[src/rtl/pwm_generator.sv]
// Double-buffered PWM: duty is captured only when the period counter wraps,
// so upstream level changes never chop a pulse mid-period.
module pwm_generator #(
    parameter int N = 8
) (
    input  logic         clk,
    input  logic         rst,
    input  logic         ena,
    input  logic [N-1:0] duty,
    output logic         out,
    output logic         period_done
);

    // Last count value of a period; the counter never reaches all-ones.
    localparam logic [N-1:0] MAX = {{(N-1){1'b1}}, 1'b0};

    logic [N-1:0] count_q, count_d;
    logic [N-1:0] duty_q,  duty_d;
    logic         done_q,  done_d;

    // NOTE: every next-state signal gets a default first, so no path leaves it unassigned and no latch is inferred.
    always_comb begin
        count_d = count_q;
        duty_d  = duty_q;
        done_d  = 1'b0;
        if (ena) begin
            if (count_q == MAX) begin
                count_d = '0;
                duty_d  = duty;
                done_d  = 1'b1;
            end else begin
                count_d = count_q + 1'b1;
            end
        end
    end

    // NOTE: state uses non-blocking assignments so all registers update from the same pre-edge values.
    always_ff @(posedge clk) begin
        if (!rst) begin
            count_q <= '0;
            duty_q  <= '0;
            done_q  <= 1'b0;
        end else begin
            count_q <= count_d;
            duty_q  <= duty_d;
            done_q  <= done_d;
        end
    end

    // Output decoded from registers only: no path from duty or ena.
    assign out         = (count_q < duty_q);
    assign period_done = done_q;

endmodule

[config.mk]
export PLATFORM = sky130hd
export DESIGN_NAME = pwm_generator
export DESIGN_NICKNAME = d
export VERILOG_FILES = /design/src/rtl/pwm_generator.sv
export SDC_FILE = /design/constraint.sdc
export NUM_CORES = 1
export LEC_CHECK = 0
export ABC_CLOCK_PERIOD_IN_PS = 1500
export BUFFER_PORTS_ARGS = -buffer_cell sky130_fd_sc_hd__buf_2
export CORE_MARGIN = 1.5
export CORE_UTILIZATION = 49
export DETAILED_ROUTE_END_ITERATION = 8
export HOLD_SLACK_MARGIN = 0.08
export PLACE_DENSITY = 0.72
export SLEW_MARGIN = 20
export SYNTH_ARGS = -nofsm -noshare
export SYNTH_HDL_FRONTEND = slang
export SYNTH_SLANG_ARGS = --single-unit
[constraint.sdc]
create_clock -name clk -period 1.5 [get_ports clk]
set_clock_uncertainty 0.2 [all_clocks]
set_input_delay 0.15 -clock clk [delete_from_list [all_inputs] [get_ports clk]]
set_output_delay 0.15 -clock clk [all_outputs]
set_load 0.05 [all_outputs]
======== Word-level counts from Yosys, hierarchy flattened ========
Cells that the tools add are included.
cells by class
  equal/unequal tests ..................... 1
  multiply operators ...................... 0
  bitwise gates (word level) .............. 0
  shifts and indexed selects .............. 0
  reductions and logical operators ........ 2
  add/sub/neg operators ................... 1
  divide/modulo/power cells ............... 0
  magnitude comparators ................... 1
  mux-type cells .......................... 2
operators with widths
  cell                   number
  $add A8 B1 Y8 const B  1
  $eq A8 B8 Y1 const B   1
  $lt A8 B8 Y1           1
  $mux W8                1
  $reduce_and A2 Y1      2
  $mux W1                1
word-level totals
  RAM bits ................................ 0
  logic and storage cells ................. 10
  register bits ........................... 17
  bits in latches ......................... 0
  memories ................................ 0
  output and inout port bits .............. 2
  memory bits (read-only) ................. 0
  input port bits ......................... 11

======== Depth between registers and ports, before layout ========
  depth after elaboration ................. 2
  gate-level depth with buffers ........... 6
  mapped depth without buffers ............ 5

======== Worst setup path before layout ========
No wires, ideal clock.
  kind .................................... register to output
  start ................................... reg count_q[1]
  end ..................................... out out
  buffers on the path ..................... 0
  required time ........................... 1.150 ns
  cell stages (with the launch flop) ...... 4
  path slack .............................. -0.581 ns
  data arrival time ....................... 1.731 ns
  path through ............................ dfxtp_1 > ha_1 > a2111o_1 > a21oi_1
on the way
  word-level cells in the longest chain between the ends .. 1
RTL lines
  what                      RTL line  RTL
  start: declaration        17        logic [N-1:0] count_q, count_d;
  start signal: assignment  44        count_q <= count_d;
  $lt A8 B8 Y1              51        assign out = (count_q < duty_q);
  end: declaration          10        output logic out,
Every way passes these cells.

======== Worst setup path after layout ========
  start ................................... reg duty_q[5]
  end ..................................... out out
on the way
  word-level cells in the longest chain between the ends .. 1
RTL lines
  what                      RTL line  RTL
  start: declaration        18        logic [N-1:0] duty_q, duty_d;
  start signal: assignment  45        duty_q <= duty_d;
  $lt A8 B8 Y1              51
Every way passes these cells.

==> run_results.csv <==
group,metric,value,unit
status,violations,"setup timing",
worst_setup_path,path_class,"reg2out",
place,pre_cts_ws,-261,ps
flow_run,maxCapViolations,0,
floorplan,io_pins,13,
clock_network,htree_levels,1,
place,dp_hpwl,1650,um
power,powerDensity,568,mW/mm^2
worst_setup_path,cp_top_family,"buffers and inverters",
yosys,yosysTopAreaCellShare,36.2,%
place,place_congestion,0.819,
worst_setup_path,path_depth,7,
clock_network,cts_inserted_buffers,3,
yosys,ys_warn_count,0,
yosys,synth_area_leaders,"dfxtp_1 (36%), ha_1 (12%), a21boi_0 (7.2%)",
timing,max_slew_margin,72.4,%
routing,drc_errors,0,
timing,hold_viol,0,
global_routing,grt_max_degree,14,
global_routing,grt_overflow,0,
worst_setup_path,cp_slowest_cell,"dfxtp_2",
yosys,syn_avg_cell_area,8.95,um^2
routing,postRouteAntennaNets,0,
yosys,yosysMostFrequentCell,"dfxtp_1",
finish,stdcell_count,177,
worst_setup_path,startpoint,"duty_q[5]",
yosys,synthArstFlopShare,0,%
routing,wl_per_cell,17.9,um
routing,firstDrtPassIters,4,
yosys,syn_inst,105,
routing,drt_iter0_markers,33,
yosys,syn_nets,125,
yosys,yosysTopAreaCell,"dfxtp_1",
place,post-place-cells,156,
timing,rsz0062_at_grt,"true",
yosys,ys_seq_area_share,36.2,%
clock_network,cts-root-buf,"clkbuf_4",
timing,post-route-period-util,135,%
status,status,"finished with violations",
yosys,yosys_most_used_dff,"dfxtp_1",
worst_setup_path,r2r-end,"count_q[1]",
worst_setup_path,crit_required,1150,ps
place,placed_area,0.00114,mm^2
timing,period_minus_slack,2020,ps
floorplan,die_h,46.8,um
yosys,yosys-top-cells-count,"dfxtp_1 (17), nand3_1 (11), a21boi_0 (9), ha_1 (9), o21ai_0 (9)",
clock_network,cts.sinks,17,
worst_setup_path,cp-end-kind,"primary output",
worst_setup_path,path_max_fanout,2,
floorplan,die_w,46.8,um
power,irDropWorstVdd,0.000624,V
global_routing,grt_pass1_vias,905,
worst_setup_path,regToRegStartpoint,"count_q[1]",
worst_setup_path,worstSetupStartpointType,"flop",
worst_setup_path,cp_slowest_stage_delay,350,ps
timing,setup_ws,-520,ps
timing,worstMarginPinSlew,410,ps
worst_setup_path,r2r.worst_path.cells,6,
timing,finalSetupViolCount,13,
routing,viasPerCell,5.48,
hold_path,hold_class,"in2reg",
global_routing,antenna_found_initial,0,
finish,insertedDiodeCount,0,
worst_setup_path,cp_num_buf_inv,3,
floorplan,dieArea,0.00219,mm^2
floorplan,fp.coreArea,0.00176,mm^2
timing,slew_violations,0,
worst_setup_path,crit_end,"out",
worst_setup_path,reg2reg_slack,-100,ps
finish,nets,173,
worst_setup_path,worstPathCellList,"inv_2 -> ha_4 -> nand2_4 -> nor4_4 -> buf_4 -> a21oi_4 -> buf_6",
clock_network,clk_pin_slew,110,ps
clock_network,clockBufferDepth,2,
yosys,ys_ff_latch,17,
clock_network,worstSkewPairLatency,300,ps
yosys,ys_types,29,
routing,routed-via-count,970,
yosys,synth-edff-count,0,
timing,max_freq,0.495,GHz
finish,area_growth,64.4,%
timing,holdWs,214,ps
finish,stdcell_area,0.00155,mm^2
global_routing,grt_pass1_wl,4210,um
finish,drive_gt1_share,54.6,%
power,leakagePower,0.603,nW
power,total_power,0.000878,W
clock_network,tritoncts,"built",
worst_setup_path,cp_data_arrival_time,1670,ps
floorplan,initial_core_util,53.3,%
floorplan,row_count,15,
routing,wl,3170,um
yosys,syn_area,940,um^2
place,port_buffers,12,
global_routing,gr-usage-all-layers,28.1,%
power breakdown:
part	switching, W	leakage, nW	internal (W)
combinational	0.0000675	0.444	0.0000859
clock	0.000156	0.0150	0.000104
sequential	0.00000624	0.144	0.000458
cells in the final DEF (no fill, tap or decap), types with 2 or more instances in the layout:
| master | netlist | routed |
|---|---|---|
| ha_2 | 0 | 2 |
| dlygate4sd3_1 | 0 | 12 |
| xnor2_1 | 2 | 2 |
| o21ai_2 | 1 | 2 |
| a21boi_1 | 0 | 6 |
| ha_4 | 0 | 6 |
| xor2_1 | 2 | 2 |
| a21boi_0 | 9 | 2 |
| dfxtp_1 | 17 | 4 |
| buf_6 | 3 | 9 |
| buf_4 | 0 | 16 |
| a21oi_1 | 5 | 3 |
| and4_4 | 0 | 2 |
| nand3_2 | 0 | 2 |
| nand4_1 | 3 | 3 |
| clkbuf_4 | 0 | 3 |
| inv_2 | 0 | 5 |
| nand3_1 | 11 | 9 |
| nor2_1 | 6 | 5 |
| o21ai_0 | 9 | 2 |
| nand2_4 | 0 | 2 |
| and3_1 | 2 | 2 |
| inv_1 | 8 | 3 |
| o21ai_1 | 0 | 5 |
| buf_2 | 1 | 11 |
| dfxtp_2 | 0 | 13 |
worst reg2reg max path, cell delays in order (launching register included):
cell and delay (ps):
dfxtp_2 370, buf_6 120, ha_4 130, nand4_1 170
buf_4 200, o21ai_4 220, a211oi_2 90
kinds of logic (layout without fill, tap and decap cells):
| family | Yosys count | in the layout | synth area share (%) |
|---|---|---|---|
| adders and majority gates | 9 | 9 | 12.0 |
| and+or+nand+nor | 33 | 33 | 19.7 |
| DFF | 17 | 17 | 36.2 |
| AOI/OAI and AO/OA | 28 | 28 | 19.6 |
| xor gates and xnor gates | 4 | 4 | 3.73 |
| buffers and inverters | 13 | 60 | 7.72 |
| muxes | 1 | 1 | 1.07 |
sequential cells by signal (all words and copies together) (netlist names):
name / cells
period_done: 1
count_q: 8
duty_q: 8
area by class of cell:
cell class / count / area, um^2
clock buffer: 4 / 26.3
fill: 77 / 219
sequential: 17 / 357
tap: 25 / 31.3
timing repair buffer: 48 / 397
inverter: 8 / 30.0
multi-input combinational: 75 / 704
layer usage:
metal / track usage [%] / wire length, um / vias up
met4: 17.8 / 62 / 0
met3: 4.23 / 66 / 7
met2: 43.6 / 1650 / 25
li1: - / - / 476
met1: 36.4 / 1390 / 462
met5: 0 / 0 / -
stage by stage:
stage                     setup TNS (ps)  utilization, %
after floorplan                     -190               -
after global placement              -731            64.8
after detailed placement           -1010            64.8
after CTS                           -506            78.2
after global routing               -1770            87.6
final                              -1120            87.6
worst min-delay path by stage:
stage,from,to,slack [ps],cells past startpoint
floorplan,rst,duty_q[7],100,1
global placement,duty[6],duty_q[6],220,3
detailed placement,duty[6],duty_q[6],220,3
CTS,ena,count_q[2],220,4
global route,ena,count_q[3],250,4
finish,ena,count_q[3],210,4
what timing repair did:
item | in CTS | in global routing
setup endpoints to repair | 15 | 12
buffers inserted | 1 | 5
gates resized for setup | 25 | 47
gates cloned | 0 | 0
hold buffers | 12 | 0
pin swaps | 6 | 15
hold endpoints to repair | 17 | 0
(Power assumes the default switching activity.)
